==> src/rtl/debug_bus_pkg.sv <==
// Shared helpers for the debug bus arbiter slice: width calculations used by
// the arbiter and its routing FIFO.
package debug_bus_pkg;

  // Index width for n items; a single item still needs one bit.
  function automatic int unsigned id_width(input int unsigned n);
    return (n > 1) ? $clog2(n) : 1;
  endfunction

  function automatic int unsigned count_width(input int unsigned depth);
    return $clog2(depth + 1);
  endfunction

endpackage

==> src/rtl/debug_bus_id_fifo.sv <==
// Small FIFO of master indices that routes in-order slave responses back to
// the master that issued each granted request.
module debug_bus_id_fifo
  import debug_bus_pkg::*;
#(
  parameter int unsigned Depth    = 4,
  parameter int unsigned IdWidth  = 1,
  localparam int unsigned PtrWidth = id_width(Depth),
  localparam int unsigned CntWidth = count_width(Depth)
) (
  input  logic                clk_i,
  input  logic                rst_ni,
  input  logic                push_i,
  input  logic [IdWidth-1:0]  push_data_i,
  input  logic                pop_i,
  output logic [IdWidth-1:0]  pop_data_o,
  output logic                full_o,
  output logic                empty_o,
  output logic [CntWidth-1:0] usage_o
);

  logic [IdWidth-1:0]  mem_q [Depth];
  logic [PtrWidth-1:0] wptr_q, rptr_q;
  logic [PtrWidth-1:0] wptr_next, rptr_next;
  logic [CntWidth-1:0] count_q;
  logic                do_push, do_pop;

  assign full_o  = (count_q == CntWidth'(Depth));
  assign empty_o = (count_q == '0);
  assign usage_o = count_q;

  assign do_push = push_i && !full_o;
  assign do_pop  = pop_i && !empty_o;

  // Depth need not be a power of two, so pointers wrap explicitly.
  assign wptr_next = (wptr_q == PtrWidth'(Depth - 1)) ? '0 : wptr_q + 1'b1;
  assign rptr_next = (rptr_q == PtrWidth'(Depth - 1)) ? '0 : rptr_q + 1'b1;

  assign pop_data_o = mem_q[rptr_q];

  generate
    for (genvar gi = 0; gi < int'(Depth); gi++) begin : g_entry
      always_ff @(posedge clk_i or negedge rst_ni) begin
        if (!rst_ni) begin
          mem_q[gi] <= '0;
        end else if (do_push && (wptr_q == PtrWidth'(gi))) begin
          mem_q[gi] <= push_data_i;
        end
      end
    end
  endgenerate

  always_ff @(posedge clk_i or negedge rst_ni) begin
    if (!rst_ni) begin
      wptr_q  <= '0;
      rptr_q  <= '0;
      count_q <= '0;
    end else begin
      if (do_push) wptr_q <= wptr_next;
      if (do_pop)  rptr_q <= rptr_next;
      case ({do_push, do_pop})
        2'b10:   count_q <= count_q + 1'b1;
        2'b01:   count_q <= count_q - 1'b1;
        default: count_q <= count_q;
      endcase
    end
  end

endmodule

==> src/rtl/debug_bus_arbiter.sv <==
// N-master to 1-slave round-robin arbiter for the req/gnt/rvalid debug bus,
// with grant locking and in-order response routing.
module debug_bus_arbiter
  import debug_bus_pkg::*;
#(
  parameter int unsigned NumMasters     = 2,
  parameter int unsigned AddrWidth      = 15,
  parameter int unsigned DataWidth      = 64,
  parameter int unsigned MaxOutstanding = 4,
  localparam int unsigned IdWidth  = id_width(NumMasters),
  localparam int unsigned BeWidth  = DataWidth / 8,
  localparam int unsigned CntWidth = count_width(MaxOutstanding)
) (
  input  logic                                 clk_i,
  input  logic                                 rst_ni,
  input  logic [NumMasters-1:0]                m_req_i,
  input  logic [NumMasters-1:0][AddrWidth-1:0] m_addr_i,
  input  logic [NumMasters-1:0]                m_we_i,
  input  logic [NumMasters-1:0][DataWidth-1:0] m_wdata_i,
  input  logic [NumMasters-1:0][BeWidth-1:0]   m_be_i,
  output logic [NumMasters-1:0]                m_gnt_o,
  output logic [NumMasters-1:0]                m_rvalid_o,
  output logic [NumMasters-1:0][DataWidth-1:0] m_rdata_o,
  output logic                                 s_req_o,
  output logic [AddrWidth-1:0]                 s_addr_o,
  output logic                                 s_we_o,
  output logic [DataWidth-1:0]                 s_wdata_o,
  output logic [BeWidth-1:0]                   s_be_o,
  input  logic                                 s_gnt_i,
  input  logic                                 s_rvalid_i,
  input  logic [DataWidth-1:0]                 s_rdata_i,
  output logic                                 busy_o,
  output logic                                 err_o
);

  typedef struct packed {
    logic [AddrWidth-1:0] addr;
    logic                 we;
    logic [DataWidth-1:0] wdata;
    logic [BeWidth-1:0]   be;
  } req_t;

  typedef struct packed {
    logic                 rvalid;
    logic [DataWidth-1:0] rdata;
  } rsp_t;

  req_t m_reqs [NumMasters];
  rsp_t m_rsps [NumMasters];
  req_t sel_req;

  logic [IdWidth-1:0]  rr_q, sel_q;
  logic                lock_q, err_q;
  logic [IdWidth-1:0]  winner, cand, winner_inc;
  logic                found;
  int                  pos;
  logic                handshake, stall, resp_valid;
  logic                fifo_full, fifo_empty;
  logic [IdWidth-1:0]  head_id;
  logic [CntWidth-1:0] usage;

  // While a request waits for its grant the selection is frozen.
  always_comb begin
    winner = '0;
    cand   = '0;
    found  = 1'b0;
    pos    = 0;
    if (lock_q) begin
      winner = sel_q;
    end else begin
      for (int k = 0; k < int'(NumMasters); k++) begin
        pos = int'(rr_q) + k;
        if (pos >= int'(NumMasters)) pos = pos - int'(NumMasters);
        cand = IdWidth'(pos);
        if (!found && m_req_i[cand]) begin
          winner = cand;
          found  = 1'b1;
        end
      end
    end
  end

  assign winner_inc = (int'(winner) == int'(NumMasters) - 1) ? '0 : winner + 1'b1;

  // No bypass: a full FIFO blocks requests even when a pop is in flight.
  assign s_req_o    = m_req_i[winner] && !fifo_full;
  assign handshake  = s_req_o && s_gnt_i;
  assign stall      = s_req_o && !s_gnt_i;
  assign resp_valid = s_rvalid_i && !fifo_empty;

  assign sel_req   = m_reqs[winner];
  assign s_addr_o  = sel_req.addr;
  assign s_we_o    = sel_req.we;
  assign s_wdata_o = sel_req.wdata;
  assign s_be_o    = sel_req.be;

  generate
    for (genvar gi = 0; gi < int'(NumMasters); gi++) begin : g_master
      assign m_reqs[gi]        = '{addr: m_addr_i[gi], we: m_we_i[gi],
                                   wdata: m_wdata_i[gi], be: m_be_i[gi]};
      assign m_rsps[gi].rvalid = resp_valid && (head_id == IdWidth'(gi));
      assign m_rsps[gi].rdata  = s_rdata_i;
      assign m_rvalid_o[gi]    = m_rsps[gi].rvalid;
      assign m_rdata_o[gi]     = m_rsps[gi].rdata;
      assign m_gnt_o[gi]       = handshake && (winner == IdWidth'(gi));
    end
  endgenerate

  always_ff @(posedge clk_i or negedge rst_ni) begin
    if (!rst_ni) begin
      rr_q   <= '0;
      lock_q <= 1'b0;
      sel_q  <= '0;
      err_q  <= 1'b0;
    end else begin
      if (handshake) rr_q <= winner_inc;
      lock_q <= stall;
      if (stall) sel_q <= winner;
      if (s_rvalid_i && fifo_empty) err_q <= 1'b1;
    end
  end

  debug_bus_id_fifo #(
    .Depth   (MaxOutstanding),
    .IdWidth (IdWidth)
  ) u_id_fifo (
    .clk_i       (clk_i),
    .rst_ni      (rst_ni),
    .push_i      (handshake),
    .push_data_i (winner),
    .pop_i       (resp_valid),
    .pop_data_o  (head_id),
    .full_o      (fifo_full),
    .empty_o     (fifo_empty),
    .usage_o     (usage)
  );

  assign busy_o = (usage != '0);
  assign err_o  = err_q;

endmodule

==> config.mk <==
export PLATFORM = sky130hd
export DESIGN_NAME = debug_bus_arbiter
export DESIGN_NICKNAME = d
export VERILOG_FILES = /design/src/rtl/debug_bus_pkg.sv /design/src/rtl/debug_bus_id_fifo.sv /design/src/rtl/debug_bus_arbiter.sv
export SDC_FILE = /design/constraint.sdc
export NUM_CORES = 1
export LEC_CHECK = 0
export BUFFER_PORTS_ARGS = -buffer_cell sky130_fd_sc_hd__buf_4
export CAP_MARGIN = 25
export CORE_AREA = 2 2 183 185
export CTS_CLUSTER_DIAMETER = 120
export DETAILED_ROUTE_END_ITERATION = 10
export DIE_AREA = 0 0 185 187
export GPL_ROUTABILITY_DRIVEN = 0
export SYNTH_ARGS = -nofsm -noshare
export SYNTH_HDL_FRONTEND = slang
export SYNTH_SLANG_ARGS = --single-unit
==> constraint.sdc <==
create_clock -name clk_i -period 4 [get_ports clk_i]
set_input_delay 0.8 -clock clk_i [delete_from_list [all_inputs] [get_ports clk_i]]
set_output_delay 0.8 -clock clk_i [all_outputs]
set_load 0.01 [all_outputs]
==> results of run 1 <==
-- cell usage in the layout, fill, tap and decap left out, drive strengths merged, types with 3 or more instances in the layout --
| cell | count |
|---|---|
| nor2 | 5 |
| mux2 | 97 |
| clkbuf | 3 |
| and2 | 4 |
| o2111ai | 6 |
| ha | 6 |
| inv | 10 |
| buf | 278 |
| dfrtp | 15 |
-- final timing paths --
| kind | start | end | slack, ns |
|---|---|---|---|
| hold reg to reg | u_id_fifo.usage_o[2]$_DFFE_PN0P_ | u_id_fifo.usage_o[2]$_DFFE_PN0P_ | 0.48 |
| setup / recovery | m_req_i[0] | s_wdata_o[33] | 0.93 |
| min in group clk_i | u_id_fifo.usage_o[2]$_DFFE_PN0P_ | u_id_fifo.usage_o[2]$_DFFE_PN0P_ | 0.48 |
| max in group asynchronous | rst_ni | u_id_fifo.wptr_q[1]$_DFFE_PN0P_ | 3.42 |
| setup reg to reg | u_id_fifo.usage_o[1]$_DFFE_PN0P_ | u_id_fifo.usage_o[2]$_DFFE_PN0P_ | 1.69 |
| hold / removal | rst_ni | sel_q$_DFFE_PN0P_ | 0.40 |
-- through the flow --
step	power (uW)	hold WS, ns	setup WS (ns)	cells
floorplan	1210	0.446	1.31	304
global placement	1670	0.463	0.936	889
detailed placement	1690	0.476	0.941	889
CTS	1900	0.408	0.937	893
global route	2010	0.414	0.887	893
finish	1870	0.400	0.929	894
-- state kept, by name, summed over array words and instances (netlist names) --
name,flops
u_id_fifo.wptr_q,2
u_id_fifo.mem_q,4
lock_q,1
err_o,1
u_id_fifo.usage_o,3
rr_q,1
u_id_fifo.rptr_q,2
sel_q,1
-- worst max-delay path, cell delays in order --
cell and delay [ns]:
buf_4 0.12, nor2b_1 0.15, o21ai_4 0.16, buf_12 0.30, mux2_2 0.46, buf_4 0.17
-- layer usage --
| layer | GRT usage | share of wire |
|---|---|---|
| met3 | 0.0306 | 0.14 |
| met4 | 0.0171 | 0.021 |
| met2 | 0.0805 | 0.40 |
| met5 | 0.0186 | 0.0068 |
| met1 | 0.0839 | 0.43 |
-- cell families after synthesis --
logic type                 after synthesis  share of synthesized area
muxes                                  100                      0.385
and+or+nand+nor                         18                     0.0346
DFF                                     15                      0.127
buffers and inverters                  151                      0.374
adders and majority gates                7                     0.0321
xor gates and xnor gates                 3                    0.00886
AOI/OAI and AO/OA                       10                     0.0388
-- cell type report --
class | count | area (sq um)
sequential | 15 | 375
clock inverter | 1 | 5.00
timing repair buffer | 278 | 2100
antenna | 1 | 2.50
multi-input combinational | 138 | 1480
fill | 3751 | 28200
clock buffer | 3 | 75.1
inverter | 10 | 37.5
tap | 448 | 561
-- power by group --
| part | leakage, uW | internal [uW] | switching [uW] | total, uW |
|---|---|---|---|---|
| sequential | 0.000178 | 226 | 58.8 | 285 |
| clock | 0.0000409 | 134 | 64.0 | 198 |
| combinational | 0.00194 | 785 | 608 | 1390 |
| total | 0.00216 | 1140 | 730 | 1870 |
==> run_results.csv, run 1 <==
group,metric,value,unit
run_status,outcome,"completed",
drt,route.detailed.vias_per_inst,2.98,
logic_synthesis,sequential_to_total_area_share_from_yosys_stat,0.127,
clock_tree,tritoncts_buffer_count,3,
final_layout,utilization,0.141,
logic_synthesis,synth_edf_count,0,
drt,detail_route.wirelength,12100,um
floorplan,die_y,187,um
clock_tree,post_cts_resized,0,
min_path,hold_class,"in2async",
clock_tree,cts-htree-levels,1,
floorplan,num_io_pins,469,
logic_synthesis,synth_seq_cells,15,
logic_synthesis,syn_avg_cell_area,9.76,sq um
sta,portion_of_the_clock_cycle_consumed_by_the_worst_path_in_the_final_layout,0.768,
logic_synthesis,postSynthCellCount,304,
drt,first_iter_violations,89,
setup_path,worst-path-max-fanout,75,
placed_design,placed_area,4550,sq um
sta,report.final.setup_viol,0,
clock_tree,cts_tree,"built",
drt,drt-pass1-iter-count,4,
sta,setup_total_negative_slack,0,ns
final_layout,finalInstanceArea,4640,sq um
final_layout,area_delta_synth_final,56.3,%
power_and_ir_drop,power_leakage,0.00216,uW
drt,vias,2663,
sta,slew_viol_final,0,
floorplan,die-area,34600,sq um
logic_synthesis,synthTopCellsByArea,"buf_4 34%, mux2_2 24%, dfrtp_1 13%",
logic_synthesis,mappedNetlistArea,2970,sq um
drt,avgRoutedWirePerCell,13.6,um
clock_tree,clockRootBuffer,"clkbuf_16",
setup_path,cp_data_arrival_time,2.27,ns
global_routing,antenna_found_initial,0,
floorplan,die_w,185,um
sta,clock.fmax,326,MHz
logic_synthesis,post-synth-top-area-fraction,0.339,
clock_tree,cts.repair_timing.setup_buffer_count,0,
logic_synthesis,synthDominantAreaCellType,"buf_4",
clock_tree,bufs_on_longest_clock_path,2,
global_routing,grt_overflow,0,
sta,slew_headroom,0.692,
floorplan,initial_utilization,0.0903,
run,max_cap_check_violation_count,0,
global_routing,grt_pass1_wl,15900,um
setup_path,critPathKind,"in2out",
sta,hold_violations,0,
clock_tree,number_of_buffers_inserted_by_hold_repair_at_cts,0,
setup_path,cp-start-kind,"input port",
global_routing,global_route.usage.total,0.0610,
sta,skew,0.00103,ns
setup_path,crit_required,3.20,ns
clock_tree,cts.reportedPaths.clkPinSlew,0.05,ns
logic_synthesis,ys_async_sr_fraction,1.00,
clock_tree,clkSinkCount,15,
floorplan,core-area,32900,sq um
final_layout,total_number_of_nets_in_the_final_design,699,
sta,grt_setup_unrepaired,"false",
setup_path,ff2ff_path_depth,8,
power_and_ir_drop,pwr_density_cell,404,nW/um^2
global_routing,first_global_vias,2624,
sta,tightest_slew,0.461,ns
logic_synthesis,post_synth_num_cell_types,28,
logic_synthesis,yosys-top-cells-count,"134 x buf_4, 63 x mux2_2, 32 x mux2_1, 15 x dfrtp_1, 10 x inv_1",
global_routing,grt_max_degree,76,
placed_design,hpwl_after_detailed_placement,10500,um
drt,drt_drc_violations_left,0,
logic_synthesis,mappedNetlistNets,557,
logic_synthesis,yosys.cell_count.top_type,"buf_4",
setup_path,critPathCaptureType,"primary output",
placed_design,portBuffers,276,
logic_synthesis,most_frequently_used_flop_master_after_synthesis,"dfrtp_1",
final_layout,post_route_cells_drive_above_1_share,0.791,
sta,layout_min_cycle_time,3.07,ns
power_and_ir_drop,max-vdd-ir-drop,0.461,mV
clock_tree,worstSkewPairLatency,0.25,ns
drt,antenna_left,0,
floorplan,placementRows,67,
logic_synthesis,synthesis.yosys.warnings,0,
No activity file was read; power rests on OpenSTA's default activity.
==> inputs of run 2 (changes only) <==
clock period = 3.1 ns   (was 4 ns; I/O delays follow)
==> run_results.csv, run 2 (synthesized netlist as in run 1, its figures left out) <==
group,metric,value,unit
placed_design,preCtsSetupSlack,0.415,ns
setup_path,cp_top_family,"buffers and inverters",
placed_design,placed_cells_incl_taps,889,
global_routing,antenna_found_initial,0,
clock_tree,clockRootBuffer,"clkbuf_16",
clock_tree,post_cts_resized,0,
sta,slew_viol_final,0,
final_layout,total_number_of_nets_in_the_final_design,699,
final_layout,top_library_cells_by_usage_in_the_layout_fill_and_taps_aside,"277 x buf_4, 63 x mux2_2, 32 x mux2_1",
setup_path,cp_data_arrival_time,2.08,ns
min_path,hold_class,"in2async",
setup_path,path_buf_inv,2,
global_routing,global_route.usage.total,0.0611,
clock_tree,worstSkewPairLatency,0.25,ns
run_status,outcome,"completed",
floorplan,die-area,34600,sq um
setup_path,crit_required,2.48,ns
drt,antenna_left,0,
global_routing,grt_pass1_wl,15900,um
final_layout,area_delta_synth_final,56.3,%
sta,grt_setup_unrepaired,"false",
floorplan,die_w,185,um
floorplan,num_io_pins,469,
run,max_cap_check_violation_count,0,
sta,report.final.setup_viol,0,
global_routing,grt_overflow,0,
drt,avgRoutedWirePerCell,13.5,um
global_routing,grt_most_used_layer,"met1",
power_and_ir_drop,pwr_density_cell,520,nW/um^2
setup_path,critPathKind,"reg2out",
placed_design,hpwl_after_detailed_placement,10400,um
final_layout,largest_reg_flops,4,
power_and_ir_drop,max-vdd-ir-drop,0.519,mV
power_and_ir_drop,power_leakage,0.00216,uW
sta,hold_violations,0,
sta,layout_setup_ws,0.400,ns
drt,detail_route.wirelength,12000,um
clock_tree,cts-htree-levels,1,
floorplan,core-area,32900,sq um
clock_tree,clkSinkCount,15,
floorplan,initial_utilization,0.0903,
setup_path,timing.critical_path.cells,"nand2b_2 -> o21ai_4 -> buf_12 -> mux2_2 -> buf_4",
drt,first_iter_violations,85,
setup_path,cp-start-kind,"register",
global_routing,grtUsageMet2,0.0795,
clock_tree,number_of_buffers_inserted_by_hold_repair_at_cts,0,
placed_design,placed_area,4550,sq um
sta,tightest_slew,0.454,ns
drt,drt_drc_violations_left,0,
placed_design,portBuffers,276,
sta,slew_headroom,0.697,
sta,setup_total_negative_slack,0,ns
setup_path,critPathCaptureType,"primary output",
sta,portion_of_the_clock_cycle_consumed_by_the_worst_path_in_the_final_layout,0.871,
drt,drt-pass1-iter-count,4,
global_routing,first_global_vias,2565,
sta,skew,0.00350,ns
global_routing,grt_use_met3,0.0304,
final_layout,largest-register,"u_id_fifo.mem_q",
drt,route.detailed.vias_per_inst,2.94,
sta,layout_min_cycle_time,2.70,ns
clock_tree,cts.reportedPaths.clkPinSlew,0.05,ns
clock_tree,bufs_on_longest_clock_path,2,
clock_tree,cts.repair_timing.setup_buffer_count,0,
final_layout,finalInstanceArea,4640,sq um
setup_path,critical-path-slowest-cell,"mux2_2",
clock_tree,cts_tree,"built",
final_layout,post_route_cells_drive_above_1_share,0.791,
clock_tree,tritoncts_buffer_count,3,
floorplan,placementRows,67,
global_routing,grt.met1_usage,0.0863,
final_layout,layout.cells.most_common,"buf_4",
floorplan,die_y,187,um
global_routing,grt_max_degree,76,
setup_path,worst-path-max-fanout,75,
sta,clock.fmax,370,MHz
drt,vias,2624,
setup_path,slowest_delay,0.45,ns
final_layout,post_layout_nonfiller_instances,894,
## run 2: path summary, 6_finish.rpt
path / slack, ns / cells after the start / startpoint / endpoint
setup / recovery: 0.40 / 5 / lock_q$_DFF_PN0_ / s_wdata_o[33]
hold / removal: 0.22 / 1 / rst_ni / u_id_fifo.mem_q[1]$_DFFE_PN0P_
setup reg to reg: 0.80 / 8 / u_id_fifo.usage_o[0]$_DFFE_PN0P_ / u_id_fifo.usage_o[2]$_DFFE_PN0P_
hold reg to reg: 0.48 / 1 / u_id_fifo.usage_o[2]$_DFFE_PN0P_ / u_id_fifo.usage_o[2]$_DFFE_PN0P_
max in group asynchronous: 2.70 / 1 / rst_ni / u_id_fifo.wptr_q[1]$_DFFE_PN0P_
min in group clk_i: 0.48 / 1 / u_id_fifo.usage_o[2]$_DFFE_PN0P_ / u_id_fifo.usage_o[2]$_DFFE_PN0P_
## run 2: metal layers
| layer | part of all wire | vias up | wire (um) |
|---|---|---|---|
| li1 | - | 1179 | - |
| met1 | 0.44 | 1176 | 5260 |
| met2 | 0.40 | 236 | 4790 |
| met3 | 0.14 | 29 | 1680 |
| met4 | 0.019 | 4 | 232 |
| met5 | 0.0069 | - | 83 |
## run 2: metrics by stage
| stage | utilization | hold slack, ns | total power, uW |
|---|---|---|---|
| CTS | 0.141 | 0.229 | 2450 |
| global placement | 0.139 | 0.462 | 2160 |
| global route | 0.141 | 0.237 | 2590 |
| detailed placement | 0.139 | 0.471 | 2180 |
| floorplan | - | 0.324 | 1560 |
| finish | 0.141 | 0.219 | 2410 |
## run 2: layout make-up
cell class              count  area [sq um]
clock buffers               3          75.1
flip-flops and latches     15           375
diodes                      1          2.50
inverters                  10          37.5
well taps                 448           561
fillers                  3759         28200
clock inverters             1          5.00
multi-input cells         138          1480
repair buffers            278          2100
## run 2: power breakdown
| group | switching (uW) | leakage (uW) | internal, uW |
|---|---|---|---|
| Sequential | 77.1 | 0.000178 | 292 |
| Clock | 81.4 | 0.0000409 | 172 |
| Combinational | 778 | 0.00194 | 1010 |
| Total | 937 | 0.00216 | 1480 |
